## config.mk

```make
export PLATFORM = sky130hd
export DESIGN_NAME = clk_div_sequencer
export DESIGN_NICKNAME = d
export VERILOG_FILES = /design/src/rtl/clk_div_pkg.sv /design/src/rtl/mod_n_counter.sv /design/src/rtl/clk_div_sequencer.sv
export SDC_FILE = /design/constraint.sdc
export NUM_CORES = 1
export LEC_CHECK = 0
export ABC_AREA = 1
export CAP_MARGIN = 5
export CORE_ASPECT_RATIO = 0.75
export CORE_MARGIN = 5
export CORE_UTILIZATION = 60
export DETAILED_ROUTE_END_ITERATION = 8
export DONT_BUFFER_PORTS = 1
export GPL_TIMING_DRIVEN = 1
export PLACE_DENSITY = 0.83
export SLEW_MARGIN = 40
export SYNTH_ARGS = -nofsm -noshare
export SYNTH_HDL_FRONTEND = slang
export SYNTH_SLANG_ARGS = --single-unit
```

## constraint.sdc

```tcl
create_clock -name clk -period 3.8 [get_ports clk]
set_clock_uncertainty 0.1 [all_clocks]
set_input_delay 0.38 -clock clk [delete_from_list [all_inputs] [get_ports clk]]
set_output_delay 0.38 -clock clk [all_outputs]
set_load 0.02 [all_outputs]
```

## src/rtl/clk_div_pkg.sv

```systemverilog
// ---------------------------------------------------------------------------
// clk_div_pkg
//   Shared types and constants for the clock-divider sequencer.
//   - state_e   : sequencer states (IDLE / RUN / DRAIN)
//   - CNT_W_DEF : default ratio/count width
//   - BURST_W_DEF : default period-count width
//   - MIN_RATIO : smallest legal divide ratio
// ---------------------------------------------------------------------------
package clk_div_pkg;

  localparam int CNT_W_DEF   = 4;
  localparam int BURST_W_DEF = 8;
  localparam int MIN_RATIO   = 2;

  typedef enum logic [1:0] {
    ST_IDLE  = 2'd0,
    ST_RUN   = 2'd1,
    ST_DRAIN = 2'd2
  } state_e;

endpackage

```

## src/rtl/mod_n_counter.sv

```systemverilog
// ---------------------------------------------------------------------------
// mod_n_counter
//   Phase counter 0..N-1 with a wrap flag on the last phase. A new ratio can
//   be loaded at any time; it is adopted on the wrap edge, or immediately
//   while the counter is disabled, so a running period is never cut short.
// Ports
//   clk      in   clock
//   i_clear  in   synchronous clear (count=0, ratio=MIN_RATIO)
//   i_en     in   advance the count
//   i_load   in   load-ratio strobe
//   i_ratio  in   ratio to load (CNT_W)
//   o_count  out  current phase (CNT_W)
//   o_wrap   out  enabled and on the last phase of the period
// ---------------------------------------------------------------------------
module mod_n_counter
  import clk_div_pkg::*;
#(
  parameter int CNT_W = CNT_W_DEF
) (
  input  logic             clk,
  input  logic             i_clear,
  input  logic             i_en,
  input  logic             i_load,
  input  logic [CNT_W-1:0] i_ratio,
  output logic [CNT_W-1:0] o_count,
  output logic             o_wrap
);

  logic [CNT_W-1:0] r_count;
  logic [CNT_W-1:0] r_ratio;
  logic [CNT_W-1:0] w_last_val;

  assign w_last_val = r_ratio - CNT_W'(1);
  assign o_wrap     = i_en & (r_count == w_last_val);
  assign o_count    = r_count;

  // NOTE: state registers use non-blocking assignments so every flop samples
  // pre-edge values, independent of process evaluation order.
  always_ff @(posedge clk) begin
    if (i_clear) begin
      r_count <= '0;
      r_ratio <= CNT_W'(MIN_RATIO);
    end else begin
      if (i_en) r_count <= o_wrap ? '0 : r_count + CNT_W'(1);
      if (i_load && (o_wrap || !i_en)) r_ratio <= i_ratio;
    end
  end

endmodule

```

## src/rtl/clk_div_sequencer.sv

```systemverilog
// ---------------------------------------------------------------------------
// clk_div_sequencer
//   Accepts divide-ratio/burst configs over valid/ready and runs a mod-N
//   divider for a number of periods (or free-running), producing a
//   near-50% divided level and a period-start tick. One config may be
//   queued while running; it takes over exactly at the next period boundary.
// Ports
//   clk          in   clock, all logic on posedge
//   reset_L      in   synchronous active-low reset
//   cfg_valid    in   config offered
//   cfg_ready    out  config can be taken
//   cfg_ratio    in   divide ratio N (CNT_W)
//   cfg_periods  in   periods to run, 0 = until stop (BURST_W)
//   stop         in   finish current period, then idle
//   div_out      out  high for ceil(N/2) of every N cycles
//   div_tick     out  pulse on phase 0 of each period
//   count_out    out  current phase (CNT_W)
//   busy         out  RUN or DRAIN
//   done         out  pulse in first IDLE cycle after a burst/stop
//   cfg_err      out  pulse after an accepted config with ratio < 2
// ---------------------------------------------------------------------------
module clk_div_sequencer
  import clk_div_pkg::*;
#(
  parameter int CNT_W   = CNT_W_DEF,
  parameter int BURST_W = BURST_W_DEF
) (
  input  logic               clk,
  input  logic               reset_L,
  input  logic               cfg_valid,
  output logic               cfg_ready,
  input  logic [CNT_W-1:0]   cfg_ratio,
  input  logic [BURST_W-1:0] cfg_periods,
  input  logic               stop,
  output logic               div_out,
  output logic               div_tick,
  output logic [CNT_W-1:0]   count_out,
  output logic               busy,
  output logic               done,
  output logic               cfg_err
);

  state_e             r_state, w_next_state;
  logic               r_pend_valid;
  logic [CNT_W-1:0]   r_pend_ratio;
  logic [BURST_W-1:0] r_pend_periods;
  logic [BURST_W-1:0] r_remaining;
  logic [CNT_W:0]     r_hi_len;
  logic               r_done;
  logic               r_cfg_err;

  logic               w_busy, w_accept, w_legal, w_wrap;
  logic               w_start, w_apply_pend, w_finish;
  logic [CNT_W-1:0]   w_count, w_load_ratio;
  logic [CNT_W:0]     w_hi_len;

  assign w_busy   = (r_state != ST_IDLE);
  assign w_accept = cfg_valid & cfg_ready;
  assign w_legal  = (cfg_ratio >= CNT_W'(MIN_RATIO));
  assign w_start  = (r_state == ST_IDLE) & w_accept & w_legal;

  // Queued config takes over at the wrap unless stop is draining the run.
  assign w_apply_pend = (r_state == ST_RUN) & w_wrap & r_pend_valid & ~stop;

  // Run ends at this wrap: DRAIN always; RUN when the last period closes and
  // nothing queued survives (stop discards the queued config).
  assign w_finish = w_wrap & ((r_state == ST_DRAIN) |
                    ((r_state == ST_RUN) & (r_remaining == BURST_W'(1)) &
                     (stop | ~r_pend_valid)));

  assign w_load_ratio = w_start ? cfg_ratio : r_pend_ratio;
  // Extra bit keeps (N+1) from overflowing at N = 2**CNT_W-1.
  assign w_hi_len     = ({1'b0, w_load_ratio} + (CNT_W+1)'(1)) >> 1;

  mod_n_counter #(.CNT_W(CNT_W)) u_counter (
    .clk     (clk),
    .i_clear (~reset_L),
    .i_en    (w_busy),
    .i_load  (w_start | w_apply_pend),
    .i_ratio (w_load_ratio),
    .o_count (w_count),
    .o_wrap  (w_wrap)
  );

  // State register
  always_ff @(posedge clk) begin
    if (!reset_L) r_state <= ST_IDLE;
    else          r_state <= w_next_state;
  end

  // Next-state logic
  always_comb begin
    // NOTE: default assignment first so no path leaves the signal unassigned
    // (which would infer a latch).
    w_next_state = r_state;
    unique case (r_state)
      ST_IDLE:  if (w_start) w_next_state = ST_RUN;
      ST_RUN: begin
        if (w_finish)  w_next_state = ST_IDLE;
        else if (stop) w_next_state = ST_DRAIN;
      end
      ST_DRAIN: if (w_finish) w_next_state = ST_IDLE;
      default:  w_next_state = ST_IDLE;
    endcase
  end

  // Output decode: registered state and count only, plus stop for backpressure
  always_comb begin
    busy      = w_busy;
    count_out = w_count;
    div_tick  = w_busy & (w_count == '0);
    div_out   = w_busy & ({1'b0, w_count} < r_hi_len);
    done      = r_done;
    cfg_err   = r_cfg_err;
    unique case (r_state)
      ST_IDLE: cfg_ready = 1'b1;
      ST_RUN:  cfg_ready = ~r_pend_valid & ~stop;
      default: cfg_ready = 1'b0;
    endcase
  end

  // Burst bookkeeping, pending slot and status pulses
  always_ff @(posedge clk) begin
    if (!reset_L) begin
      r_pend_valid   <= 1'b0;
      r_pend_ratio   <= '0;
      r_pend_periods <= '0;
      r_remaining    <= '0;
      r_hi_len       <= '0;
      r_done         <= 1'b0;
      r_cfg_err      <= 1'b0;
    end else begin
      r_done    <= w_finish;
      r_cfg_err <= w_accept & ~w_legal;

      if (w_start) begin
        r_remaining <= cfg_periods;
        r_hi_len    <= w_hi_len;
      end else if (w_apply_pend) begin
        r_remaining <= r_pend_periods;
        r_hi_len    <= w_hi_len;
      end else if (w_busy && w_wrap && r_remaining != '0) begin
        // Zero means free-run and is never decremented.
        r_remaining <= r_remaining - BURST_W'(1);
      end

      if (((r_state == ST_RUN) && stop) || w_apply_pend) begin
        r_pend_valid <= 1'b0;
      end else if ((r_state == ST_RUN) && w_accept && w_legal) begin
        r_pend_valid   <= 1'b1;
        r_pend_ratio   <= cfg_ratio;
        r_pend_periods <= cfg_periods;
      end
    end
  end

endmodule

```

==> flow_summary.yaml, run 1 <==
sta:
  setup_viol: 0
  tns_ns: 0
  rsz0062_at_grt: "no"
  hold_ws_ns: 0.115
  min_period_ns: 2.61
  fin_crit_sh: 0.688
  finalHoldViolCount: 0
  fmax_ghz: 0.383
  drv_slew: 0
  tightest_slew_ns: 0.735
  slew_headroom: 0.507
yosys:
  synth_cell_type_count: 35
  synth_area_per_cell_um2: 6.75
  synth_compound_area_frac: 0.110
  synth_top_family_by_area: "simple AND/OR/NAND/NOR gates"
  synth_ff_type: "dfxtp_1"
  seq_area_frac_synth: 0.337
  async_flop_share: 0
  synth-seq-cells: 37
  synth-simple-area-share: 0.359
  yosysMostFrequentCell: "nand2_1"
  syn_inst: 326
  synthTopCellsByCount: "71 x nand2_1, 52 x nor2_1, 41 x inv_1"
  muxShareOfSynthArea: 0
  ys_warn_count: 0
  synth-edff-count: 0
  yosys.area_share.adder: 0.0569
  syn_area_um2: 2200
  synth_xor_area_frac: 0.0319
  synth_nets: 352
  synth_largest_area_cell: "dfxtp_1"
  ys_top_cells_by_area: "dfxtp_1 34%, nand2_1 12%, nor2_1 8.9%"
  synth_top_area_frac: 0.337
global_route:
  antenna_found_initial: 0
  grt_max_degree: 32
  grt_first_pass_wirelength_um: 8400
  grt_pass1_vias: 1779
  grt.total_usage: 0.211
  grt-ovfl-total: 0
routing:
  num_vias: 1974
  antenna_left: 0
  drc: 0
  viasPerCell: 5.24
  drtIter0Drc: 231
  dr.pass1.iters: 7
  avgRoutedWirePerCell_um: 13.0
  routed_wl_um: 4900
worst_hold_path:
  hold_class: "in -> reg"
  hp-start: "reset_L"
floorplanning:
  core-area_um2: 3590
  die_area_um2: 4990
  die_x_um: 79.9
  ios: 26
  rows: 19
  die_y_um: 62.4
  start_util: 0.613
worst_setup_path:
  end_kind: "primary output"
  worstSetupPathType: "reg -> out"
  r2r_start: "r_state[1]$_SDFFE_PN0P_"
  cp.required_ns: 3.32
  crit_arrival_ns: 2.13
  crit_fanout: 7
  critPathLaunch: "u_counter.o_count[1]$_SDFFE_PN0N_"
  startpoint_type: "register"
clock_network:
  htreeDepth: 2
  post-cts-setup-buffers: 0
  cts_buffer_depth: 2
  post_cts_resized: 0
  holdBufCountCts: 0
  clkLatencyLatePin_ns: 0.30
  cts_made_buffers: 5
  path_clk_slew_ns: 0.08
  cts_tree: "built"
  cts.sinks: 37
  cts-root-buf: "clkbuf_8"
layout:
  final.fill_count: 317
  fin_cells: 377
  area.growth.synth_to_final_pct: 5.23
  num_antenna_cells: 0
  layout-drive-gt1-share: 0.0615
  layout.nets: 350
power_and_ir_drop:
  peakVddDrop_uv: 341
  leakage_nw: 1.07
  p_per_area_nw_per_um2: 487
flow_run:
  max_cap_viol_count: 0
status:
  status: "finished clean"
place:
  gp_congestion: 0.924
  numPortBuffers: 0
  dp.final_hpwl_um: 3750
  dp.cells: 369
-- layout by cell type (no fill, tap or decap), drive strengths merged --
cell type and instances:
inv 44, a21boi 1, dfxtp 37, nor2 54
bufinv 1, nand3b 2, clkinv 1, nor4 2
a21oi 19, nand2 76, clkbuf 6, xor2 6
nand4 14, and3 1, ha 10, o21ai 25
a211oi 2, nor3 1, xnor2 2, nand3 20
or2 1
-- where the power goes --
group / switching [mW] / total (mW) / internal, mW
clock network: 0.146 / 0.343 / 0.197
logic: 0.222 / 0.335 / 0.112
registers: 0.0296 / 0.450 / 0.421
-- registers in the layout (all words and copies together), names as in the netlist, 2 cells and up --
| signal | count |
|---|---|
| r_hi_len | 4 |
| r_pend_periods | 8 |
| r_pend_ratio | 4 |
| r_remaining | 8 |
| r_state | 2 |
| u_counter.o_count | 4 |
| u_counter.r_ratio | 4 |
-- worst max-delay path: stages, from the launching register on --
cell and delay (ns):
dfxtp_1 0.59, ha_1 0.30, a21boi_0 0.12, o21ai_0 0.15, nand2_1 0.07, a211oi_1 0.61
-- area by class of cell --
type                    count  area, um2  share of cell area
flip-flops and latches     37        741               0.320
clock inverters             2       38.8              0.0168
clock buffers               6       72.6              0.0314
well taps                  52       65.1              0.0281
inverters                  44        170              0.0735
multi-input cells         236       1230               0.530
-- cells by family after synthesis --
| logic type | after synthesis |
|---|---|
| adders and majority gates | 10 |
| xor gates and xnor gates | 8 |
| and+or+nand+nor | 171 |
| buffers and inverters | 53 |
| DFF | 37 |
| AOI/OAI and AO/OA | 47 |
-- final timing paths --
path | endpoint | slack [ns] | cells after the start
setup / recovery | div_out | 1.19 | 5
setup reg to reg | r_hi_len[1]$_SDFFE_PN0P_ | 1.40 | 10
hold / removal | r_remaining[5]$_SDFFE_PN0P_ | 0.12 | 2
hold reg to reg | r_pend_periods[2]$_SDFFE_PN0P_ | 0.37 | 2
-- layer usage --
layer  vias to the layer above  wire length [um]  track usage
met2                        62              1970        0.281
li1                       1047                 -            -
met5                         -                 0            0
met4                         0                42       0.0380
met3                         6               404       0.0749
met1                       859              2490        0.323
-- stage by stage --
step | instance area (um2) | utilization | power (mW) | worst slack, ns
final | 2310 | 0.645 | 1.13 | 1.19
after global routing | 2310 | 0.645 | 1.20 | 1.06
after CTS | 2310 | 0.645 | 1.13 | 1.15
after detailed placement | 2200 | 0.614 | 0.786 | 1.42
after global placement | 2200 | 0.614 | 0.782 | 1.45
after floorplan | 2200 | - | 0.727 | 1.68
(Power assumes the default switching activity.)
==> inputs of run 2 (changes only) <==
==> constraint.sdc (replaced) <==
create_clock -name clk -period 2.5 [get_ports clk]
set_clock_uncertainty 0.1 [all_clocks]
set_input_delay 0.25 -clock clk [delete_from_list [all_inputs] [get_ports clk]]
set_output_delay 0.25 -clock clk [all_outputs]
set_load 0.02 [all_outputs]
==> flow_summary.yaml, run 2 (synthesis gave the netlist of run 1 again) <==
status:
  status: "finished clean"
sta:
  fin_crit_sh: 0.907
  tns_ns: 0
  slew_headroom: 0.643
  tightest_slew_ns: 0.534
  fmax_ghz: 0.441
  min_period_ns: 2.27
  rsz0062_at_grt: "no"
  setup_viol: 0
  finalHoldViolCount: 0
  fin_ws_ns: 0.232
  drv_slew: 0
power_and_ir_drop:
  peakVddDrop_uv: 546
  leakage_nw: 1.10
  intPower_mw: 1.02
  p_per_area_nw_per_um2: 703
  pwr-share-clk: 0.263
  seq_power_share: 0.411
  swShare: 0.382
  p_sw_mw: 0.629
  combPwrFrac: 0.326
layout:
  num_antenna_cells: 0
  area.growth.synth_to_final_pct: 6.54
  layout.nets: 357
  layout-drive-gt1-share: 0.0843
  reg_top3: "r_pend_periods x8, r_remaining x8"
  final_util: 0.653
  final_cell_mix: "71 x nand2_1, 52 x nor2_1, 41 x inv_1, 37 x dfxtp_1, 22 x o21ai_0"
  final_common_cell: "nand2_1"
routing:
  routed_wl_um: 5290
  dr.pass1.iters: 5
  avgRoutedWirePerCell_um: 13.8
  drtIter0Drc: 160
  viasPerCell: 5.39
  drc: 0
  num_vias: 2071
  antenna_left: 0
clock_network:
  cts_buffer_depth: 2
  cts.sinks: 37
  htreeDepth: 2
  cts_tree: "built"
  cts-root-buf: "clkbuf_8"
  cts_made_buffers: 5
  clkLatencyLatePin_ns: 0.30
  post_cts_resized: 0
  path_clk_slew_ns: 0.08
floorplanning:
  start_util: 0.613
  rows: 19
  die_y_um: 62.4
  die_x_um: 79.9
  core-area_um2: 3590
  die_area_um2: 4990
  ios: 26
place:
  numPortBuffers: 0
  gp_congestion: 0.889
  place_ws_ns: 0.262
  dp.final_hpwl_um: 3900
worst_setup_path:
  path_depth: 12
  crit_fanout: 10
  r2r_slack_ns: 0.23
  startpoint_type: "register"
  critical_path.most_common_cell: "nor2_1"
  r2r_start: "u_counter.r_ratio[0]$_SDFFE_PN0P_"
  cp.required_ns: 2.60
  cp_num_buf_inv: 2
  slowest_delay_ns: 0.35
  crit_arrival_ns: 2.37
  timing.rr.end: "r_remaining[4]$_SDFFE_PN0P_"
  worstSetupPathType: "reg -> reg"
  end_kind: "register"
  cp_top_family: "simple AND/OR/NAND/NOR gates"
  crit_slowest_cell: "dfxtp_1"
  crit_chain: "inv_1, ha_1, nand2_1, inv_1, nor2_1, nand2_2, nor2_8, nand4_2, nand2_2, nand2_1, nor2_1, nor2_1"
  reg2reg_depth: 12
global_route:
  grt_pass1_vias: 1844
  grt_max_degree: 29
  grt-ovfl-total: 0
  grt_first_pass_wirelength_um: 8770
  antenna_found_initial: 0
  grt.total_usage: 0.223
worst_hold_path:
  min_path_cells: 2
  min_to: "r_pend_periods[4]$_SDFFE_PN0P_"
  hold_class: "in -> reg"
  hp-start: "cfg_periods[4]"
flow_run:
  max_cap_viol_count: 0
-- run 2: cell types whose count changed in the layout (fill, tap and decap cells not counted), sizes merged --
cell / before / now
buf: 0 / 7
inv: 44 / 45
clkinvlp: 0 / 1
bufinv: 1 / 0
clkbuf: 6 / 5
-- run 2: repair_timing --
action | in CTS | in global routing
endpoints found under the hold margin | 28 | 0
hold buffers | 1 | 0
setup buffers | 0 | 1
setup endpoints to repair | 0 | 1
-- run 2: worst max-delay path by stage --
| stage | from | endpoint | slack [ns] |
|---|---|---|---|
| 4_1_cts | u_counter.r_ratio[0]$_SDFFE_PN0P_ | r_remaining[4]$_SDFFE_PN0P_ | 0.22 |
| 6_report | u_counter.r_ratio[0]$_SDFFE_PN0P_ | r_remaining[4]$_SDFFE_PN0P_ | 0.23 |
| 3_3_place_gp | u_counter.r_ratio[0]$_SDFFE_PN0P_ | r_remaining[4]$_SDFFE_PN0P_ | 0.37 |
| 2_1_floorplan | u_counter.o_count[1]$_SDFFE_PN0N_ | div_out | 0.51 |
| 5_1_grt | u_counter.r_ratio[0]$_SDFFE_PN0P_ | r_remaining[5]$_SDFFE_PN0P_ | 0.07 |
| 3_5_place_dp | u_counter.r_ratio[0]$_SDFFE_PN0P_ | r_remaining[4]$_SDFFE_PN0P_ | 0.26 |
-- run 2: area by class of cell --
class / count / area, um2
clock inverters: 3 / 21.3
multi-input cells: 236 / 1230
fillers: 324 / 1250
clock buffers: 5 / 68.8
inverters: 44 / 170
flip-flops and latches: 37 / 741
repair buffers: 7 / 50.0
well taps: 52 / 65.1
-- run 2: per-layer routing --
metal  vias up  global-route usage  wire length [um]
li1       1059                   -                 -
met2        76               0.293              2190
met3        11              0.0735               461
met5         -                   0                 0
met1       925               0.328              2510
met4         0              0.0928               120
-- run 2: power by group through the flow --
stage                     Clock [mW]  Sequential (mW)  Combinational (mW)
after global routing           0.476            0.683               0.609
after floorplan                    0            0.686               0.419
after global placement             0            0.687               0.505
final                          0.433            0.677               0.538
after CTS                      0.445            0.676               0.532
after detailed placement           0            0.690               0.517
-- run 2: through the flow --
stage	power [mW]	std cells	hold slack, ns	cell area [um2]
6_report	1.65	384	0.00894	2340
5_1_grt	1.77	384	0.0130	2340
4_1_cts	1.65	383	0.00220	2340
3_5_place_dp	1.21	374	0.284	2240
3_3_place_gp	1.19	374	0.282	2240
2_1_floorplan	1.11	326	0.292	2200
